### config.mk
export PLATFORM = sky130hd
export DESIGN_NAME = sa_ram_rd_ctrl_128x6
export DESIGN_NICKNAME = d
export VERILOG_FILES = /design/src/rtl/sa_ram_pkg.sv /design/src/rtl/sa_rd_skid_fifo.sv /design/src/rtl/sa_ram_rd_ctrl_128x6.sv
export SDC_FILE = /design/constraint.sdc
export NUM_CORES = 1
export LEC_CHECK = 0
export CAP_MARGIN = 20
export CORE_MARGIN = 2
export CORE_UTILIZATION = 30
export DETAILED_ROUTE_END_ITERATION = 16
export PLACE_DENSITY = 0.49
export SYNTH_ARGS = -nofsm -noshare
export SYNTH_HDL_FRONTEND = slang
export SYNTH_SLANG_ARGS = --single-unit
### constraint.sdc
create_clock -name nvdla_core_clk -period 7.5 [get_ports nvdla_core_clk]
set_clock_uncertainty 0.2 [all_clocks]
set_input_delay 1.5 -clock nvdla_core_clk [delete_from_list [all_inputs] [get_ports nvdla_core_clk]]
set_output_delay 1.5 -clock nvdla_core_clk [all_outputs]
set_load 0.02 [all_outputs]
### src/rtl/sa_ram_pkg.sv
// Shared geometry and timing constants for the 128x6 scratch RAM and its read controller.
package sa_ram_pkg;

  localparam int SA_RAM_AW     = 7;
  localparam int SA_RAM_DW     = 6;
  localparam int SA_RAM_RD_LAT = 2;
  localparam int SA_RD_DEPTH   = 4;
  localparam int SA_RD_CNT_W   = 4;

  // Pointer advance that wraps at an arbitrary depth, so non-power-of-two FIFOs work.
  function automatic int unsigned wrap_inc(input int unsigned ptr, input int unsigned depth);
    return (ptr == depth - 1) ? 0 : ptr + 1;
  endfunction

endpackage

### src/rtl/sa_rd_skid_fifo.sv
// Response skid FIFO: registered storage, wrapping pointers and a separate occupancy count.
module sa_rd_skid_fifo
  import sa_ram_pkg::*;
#(
  parameter int DEPTH = SA_RD_DEPTH,
  parameter int DW    = SA_RAM_DW
) (
  input  logic                   clk,
  input  logic                   rst_n,
  input  logic                   push,
  input  logic [DW-1:0]          push_data,
  input  logic                   pop,
  output logic [DW-1:0]          pop_data,
  output logic [SA_RD_CNT_W-1:0] count,
  output logic                   full,
  output logic                   empty
);

  localparam int PW = $clog2(DEPTH);
  localparam int CW = SA_RD_CNT_W;

  logic [DW-1:0] mem [DEPTH];
  logic [PW-1:0] wr_ptr;
  logic [PW-1:0] rd_ptr;
  logic [DW-1:0] last_data;
  logic          do_push;
  logic          do_pop;

  assign full     = (count == CW'(DEPTH));
  assign empty    = (count == '0);
  assign do_pop   = pop & ~empty;
  assign do_push  = push & ~full;
  // When empty, present the most recently popped word rather than stale storage.
  assign pop_data = empty ? last_data : mem[rd_ptr];

  always_ff @(posedge clk) begin
    if (do_push) mem[wr_ptr] <= push_data;
  end

  always_ff @(posedge clk or negedge rst_n) begin
    if (!rst_n) begin
      wr_ptr    <= '0;
      rd_ptr    <= '0;
      count     <= '0;
      last_data <= '0;
    end else begin
      if (do_push) wr_ptr <= PW'(wrap_inc(32'(wr_ptr), DEPTH));
      if (do_pop) begin
        rd_ptr    <= PW'(wrap_inc(32'(rd_ptr), DEPTH));
        last_data <= mem[rd_ptr];
      end
      case ({do_push, do_pop})
        2'b10:   count <= count + CW'(1);
        2'b01:   count <= count - CW'(1);
        default: count <= count;
      endcase
    end
  end

  push_into_full: assert property (@(posedge clk) disable iff (!rst_n) !(push && full))
    else $fatal(1, "sa_rd_skid_fifo: push into full fifo");

endmodule

### src/rtl/sa_ram_rd_ctrl_128x6.sv
// Read-side controller for the 128x6 scratch RAM: credit-limited requests, fixed 2-stage RAM
// pipeline, and a skid FIFO so response backpressure never stalls the RAM.
module sa_ram_rd_ctrl_128x6
  import sa_ram_pkg::*;
#(
  parameter int AW    = SA_RAM_AW,
  parameter int DW    = SA_RAM_DW,
  parameter int DEPTH = SA_RD_DEPTH
) (
  input  logic                   nvdla_core_clk,
  input  logic                   nvdla_core_rstn,
  input  logic                   rd_req_pvld,
  output logic                   rd_req_prdy,
  input  logic [AW-1:0]          rd_req_addr,
  output logic                   rd_rsp_pvld,
  input  logic                   rd_rsp_prdy,
  output logic [DW-1:0]          rd_rsp_data,
  output logic [AW-1:0]          ram_ra,
  output logic                   ram_re,
  output logic                   ram_ore,
  input  logic [DW-1:0]          ram_dout,
  output logic [SA_RD_CNT_W-1:0] rd_outstanding
);

  localparam int CW  = SA_RD_CNT_W;
  localparam int LAT = SA_RAM_RD_LAT;

  if (DEPTH < 2 || DEPTH > 8) begin : g_bad_depth
    $error("sa_ram_rd_ctrl_128x6: DEPTH must be in 2..8");
  end

  logic [CW-1:0]  outstanding;
  logic [CW-1:0]  fifo_count;
  logic [CW-1:0]  inflight_sum;
  logic [LAT-1:0] stage_vld;
  logic           accept;
  logic           pop;
  logic           push;
  logic           fifo_full;
  logic           fifo_empty;

  // Handshake: a transfer happens in any cycle where pvld && prdy at the rising edge.
  // prdy depends only on registered state; pvld may not be withdrawn based on prdy.
  assign rd_req_prdy    = (outstanding < CW'(DEPTH));
  assign accept         = nvdla_core_rstn & rd_req_pvld & rd_req_prdy;
  assign ram_re         = accept;
  assign ram_ra         = rd_req_addr;
  assign ram_ore        = stage_vld[0];
  assign push           = stage_vld[LAT-1];
  assign rd_rsp_pvld    = ~fifo_empty;
  assign pop            = rd_rsp_pvld & rd_rsp_prdy;
  assign rd_outstanding = outstanding;

  // stage_vld[0] tracks the RAM address register, stage_vld[LAT-1] its output register.
  always_ff @(posedge nvdla_core_clk or negedge nvdla_core_rstn) begin
    if (!nvdla_core_rstn) stage_vld <= '0;
    else                  stage_vld <= {stage_vld[LAT-2:0], accept};
  end

  // A credit is taken on accept and returned only when the response leaves the FIFO.
  always_ff @(posedge nvdla_core_clk or negedge nvdla_core_rstn) begin
    if (!nvdla_core_rstn) begin
      outstanding <= '0;
    end else begin
      case ({accept, pop})
        2'b10:   outstanding <= outstanding + CW'(1);
        2'b01:   outstanding <= outstanding - CW'(1);
        default: outstanding <= outstanding;
      endcase
    end
  end

  always_comb begin
    inflight_sum = fifo_count;
    for (int i = 0; i < LAT; i++) inflight_sum = inflight_sum + CW'(stage_vld[i]);
  end

  sa_rd_skid_fifo #(
    .DEPTH (DEPTH),
    .DW    (DW)
  ) u_fifo (
    .clk       (nvdla_core_clk),
    .rst_n     (nvdla_core_rstn),
    .push      (push),
    .push_data (ram_dout),
    .pop       (pop),
    .pop_data  (rd_rsp_data),
    .count     (fifo_count),
    .full      (fifo_full),
    .empty     (fifo_empty)
  );

  credit_matches_inflight: assert property (
    @(posedge nvdla_core_clk) disable iff (!nvdla_core_rstn) outstanding == inflight_sum)
    else $error("sa_ram_rd_ctrl_128x6: credit count diverged from in-flight reads");

  full_means_no_credit: assert property (
    @(posedge nvdla_core_clk) disable iff (!nvdla_core_rstn) fifo_full |-> (outstanding == CW'(DEPTH)))
    else $error("sa_ram_rd_ctrl_128x6: fifo full while credits remain");

endmodule

After elaboration in Yosys (flattened, before gate mapping)
Memories as Yosys holds them, arrays and structs flattened. Index checks and enable logic that the tools add are counted.

Bitwise operators: 7. Equality and inequality tests: 7. Add/subtract/negate cells: 6. Reduce and logical (&&, ||, !) cells: 3. Order comparisons: 1. Muxes and demuxes: 7.

Operators by type and width (number): 4-bit one-hot mux with 2 select lines (2); 4-bit by 1-bit adder with 4-bit output, second input constant (2); 2-bit == test, second input constant (4); 4-bit by 1-bit subtractor with 4-bit output, second input constant (2); 6-bit two-way mux (1); 1-bit bitwise AND (5); 2-bit by 1-bit adder with 2-bit output, second input constant (2); 2-bit by 1-bit == test with 1-bit output, second input constant (2); 4-bit by 3-bit == test with 1-bit output, second input constant (1); 4-bit logical NOT (1); 4-bit by 3-bit < comparator with 1-bit output, second input constant (1); 2-bit two-way mux (2); 2-bit nonzero test (2); 1-bit two-way mux (2); 1-bit inverter (2).

Memories: 1. Logic and storage cells: 38. Register bits: 20. Memory bits (writable): 24. Input bits: 17. Output and inout bits: 21.

Memories: u_fifo.mem (words 4, width 6, rd ports 1, clocked after Yosys merged registers in 0, write ports 1, line sa_rd_skid_fifo.sv:22) `logic [DW-1:0] mem [DEPTH];`.

Longest topological paths before layout
Depth after elaboration: 6. Gate-level depth with buffers: 11. Mapped depth without buffers: 11.

Hierarchy
A second synthesis with hierarchy kept.

Cell total of the unflattened synthesis: 145. Area total of the unflattened synthesis: 2162.1 um^2.

Modules (own cells, without submodules): sa_rd_skid_fifo (cells each 104, times used 1, area each 1744.2 um^2, seq. area each 1071.0 um^2); sa_ram_rd_ctrl_128x6 (cells each 41, times used 1, area each 417.9 um^2, seq. area each 150.1 um^2).

Least setup slack after synthesis
OpenSTA, ideal clock, no wires.

Path kind: input-to-output. Start point: input port nvdla_core_rstn. End point: output port ram_re. Required time: 5.800 ns. Arrival time: 1.787 ns. Stages: 2. Path buffers: 0. Setup slack: 4.013 ns. Cell sequence: nand3_1 -> inv_1.

Longest elaborated chain between the ends: 2.

RTL lines: start: declaration (line sa_ram_rd_ctrl_128x6.sv:11) `input logic nvdla_core_rstn,`; 1-bit bitwise AND (2 in a row) (line sa_ram_rd_ctrl_128x6.sv:45) `assign accept = nvdla_core_rstn & rd_req_pvld & rd_req_prdy;`; end: declaration (line sa_ram_rd_ctrl_128x6.sv:19) `output logic ram_re,`.

No other way between the ends.

Worst setup path after layout
Ends and elaborated chain as after synthesis.

==> key figures <==
Global route
  • Global-route usage over all layers: 0.09956
  • GRT overflow: 0
  • Initial antenna violation count: 0
  • Largest net degree at the start of global routing: 22
  • First-pass GRT wire length: 5740 µm
  • Vias in the first global route: 1,177

STA
  • RSZ-0062 raised after global routing: false
  • Worst slew pin tran: 0.5646 ns
  • Setup violators final: 0
  • Relative slew slack: 0.6228
  • Final Hold Fails: 0
  • Fmax: 204.4 MHz
  • Post-layout min period: 4.893 ns
  • Final setup TNS: 0 ns
  • Pins Over Slew Limit: 0
  • Final setup margin: 2.607 ns
  • Final worst-path cycle share: 0.6524

Setup path
  • CP Buf/Inv Count: 4
  • Kind of critical path: input port to primary output
  • CP dominant cell by count: clkdlybuf4s50_1
  • Critical Path Source Type: input port
  • Crit path capture type: primary output
  • CP max stage cell: clkdlybuf4s50_1
  • CP max FO: 17
  • CP max stage delay: 0.67 ns
  • Critical path arrival: 3.19 ns
  • Req. time, crit path: 5.80 ns
  • CP cell instances: clkdlybuf4s50_1, buf_16, nand3_1, inv_1, clkdlybuf4s50_1
  • Top cell family by delay on the critical path: buffers and inverters

Floorplan
  • Die area: 7679 µm²
  • Die width: 87.63 µm
  • Height of the chip: 87.63 µm
  • Initial Util: 0.3088
  • Num rows: 30
  • Core Area: 6794 µm²
  • Num ports: 38

Clock network
  • Root Driver: clkbuf_8
  • CTS max path bufs: 2
  • CTS Sinks: 44
  • H-tree depth: 2
  • CTS tree: done
  • TritonCTS Buffers: 5
  • CTS Hold Bufs: 0
  • Worst-Skew Late Latency: 0.28 ns
  • Clock-pin slew on the worst setup and hold paths: 0.08 ns
  • Post-CTS Resized: 0
  • Postcts setup bufs: 0

Cells and area
  • Layout Area Growth over Synthesis: 20.27%
  • Share of cells above drive strength 1: 0.1696
  • Final core occ: 0.3715
  • Layout net count: 198
  • Number of non-filler instances in the completed layout: 267
  • Antenna fix cells: 0
  • Fill cells: 661

Route
  • Drt drc: 0
  • Pre-antenna DRT Iters: 4
  • DR iter-0 viols: 35
  • Final WL: 3448 µm
  • Wirelength per Cell: 12.91 µm
  • Vias: 1,124
  • ANT nets after route: 0
  • Vias per inst: 4.210

Place
  • Count of input and output buffers: 23
  • Post-placement setup slack: 2.125 ns
  • Placed insts: 258
  • GPL Wtd Cong: 0.7739
  • Half-perimeter wire length after placement: 2519 µm

Synthesis
  • Syn nets: 176
  • Area leader, netlist: edfxtp_1
  • Syn Area/Cell: 14.18 µm²
  • Ys Warns: 0
  • Seq/Total Area, Yosys: 0.5820
  • Top post-synthesis cells by area: edfxtp_1, dfrtp_1, ha_1
  • Netlist Area Pre-Place: 2098 µm²
  • Seq cells post-synth: 44
  • Mapped Cells: 148
  • Netlist cell types: 31
  • Top cell type's share of synthesized area: 0.3435

Power
  • Leak: 0.9950 nW
  • Pwr dens: 383.9 nW/µm²
  • Worst VDD drop: 0.08788 mV

Status
  • Status: finished, final reports clean

Flow run
  • Max Cap Viol: 0

Hold path
  • Hold crit path type: flip-flop to flip-flop
==> metrics by stage <==
step                      power (W)  hold WS, ns  instance area (µm²)
after CTS                 0.0009847       0.1984                 2496
final                     0.0009689       0.1915                 2524
after global routing       0.001042       0.2044                 2524
after global placement    0.0007927       0.1727                 2385
after detailed placement  0.0008053       0.1787                 2385
after floorplan           0.0006687       0.2813                 2098
==> registers in the layout, indices dropped and copies added, names as in the netlist <==
name and cells:
rd_outstanding 4, stage_vld 2, u_fifo.count 4, u_fifo.last_data 6
u_fifo.mem 24, u_fifo.rd_ptr 2, u_fifo.wr_ptr 2
==> cell usage in the layout, fill, tap and decap left out, types with 2 or more instances in the layout <==
master            n
mux2_4            7
mux4_2            6
edfxtp_1         24
ha_1             11
nor2b_1           3
clkdlybuf4s50_1  23
nor2_1            4
clkbuf_8          5
xnor2_1           2
nor3_1            2
inv_1             5
a21oi_1           4
xor2_1            8
dfrtp_1          20
nand2_1          20
o21ai_0           4
mux2_2            2
and2_1            4
==> synthesized netlist by cell type <==
library cell  number
edfxtp_1          24
dfrtp_1           20
nand2_1           20
ha_1              11
buf_4              8
xor2_1             8
mux2_4             7
mux4_2             6
inv_1              5
a21oi_1            4
and2_1             4
nor2_1             4
o21ai_0            4
nor2b_1            3
mux2_2             2
nor3_1             2
xnor2_1            2
a21boi_1           1
a21o_1             1
a31oi_1            1
and2b_2            1
and3b_1            1
clkbuf_1           1
inv_4              1
nand2_8            1
nand3_1            1
nand3b_1           1
nor3b_1            1
nor4_4             1
o32ai_1            1
or3_2              1
==> worst paths after layout <==
kind | startpoint | end | slack [ns] | cells after the start
setup / recovery | nvdla_core_rstn | ram_re | 2.61 | 5
hold / removal | stage_vld[0]$_DFF_PN0_ | stage_vld[1]$_DFF_PN0_ | 0.19 | 0
setup reg to reg | u_fifo.count[2]$_DFFE_PN0P_ | u_fifo.count[2]$_DFFE_PN0P_ | 4.62 | 11
hold reg to reg | stage_vld[0]$_DFF_PN0_ | stage_vld[1]$_DFF_PN0_ | 0.19 | 0
max in group asynchronous | nvdla_core_rstn | u_fifo.count[3]$_DFFE_PN0P_ | 5.43 | 2
min in group asynchronous | nvdla_core_rstn | rd_outstanding[0]$_DFFE_PN0P_ | 1.27 | 1
==> area by class of cell <==
| type | instances | area, µm² | share of cell area |
|---|---|---|---|
| Clock buffer | 5 | 68.82 | 0.02727 |
| Sequential cell | 44 | 1221 | 0.4839 |
| Multi-Input combinational cell | 89 | 788.3 | 0.3123 |
| Clock inverter | 3 | 42.54 | 0.01686 |
| Tap cell | 96 | 120.1 | 0.04760 |
| Timing Repair Buffer | 24 | 257.7 | 0.1021 |
| Inverter | 6 | 25.02 | 0.009916 |
==> power breakdown <==
group	internal (W)	switching [W]	leakage [nW]
Combinational	0.000221	0.000183	0.484
Sequential	0.000315	0.0000750	0.456
Clock	0.0000985	0.0000764	0.0541
Total	0.000635	0.000334	0.995
==> logic make-up (layout without fill, tap and decap cells) <==
kind of cell / Yosys count / after routing / share of synthesized area
muxes: 15 / 15 / 0.1252
adders and majority gates: 11 / 11 / 0.06559
AOI/OAI and AO/OA: 12 / 12 / 0.03340
xor gates and xnor gates: 10 / 10 / 0.04174
and+or+nand+nor: 41 / 41 / 0.1097
DFF: 44 / 44 / 0.5820
buffers and inverters: 15 / 38 / 0.04234
==> routing by layer <==
layer | share of wire | GRT usage | up-vias
li1 | - | - | 556
met1 | 0.45 | 0.1204 | 546
met2 | 0.51 | 0.1632 | 18
met3 | 0.027 | 0.02922 | 4
met4 | 0.014 | 0.04755 | 0
met5 | 0 | 0 | -
(Power assumes the default switching activity.)
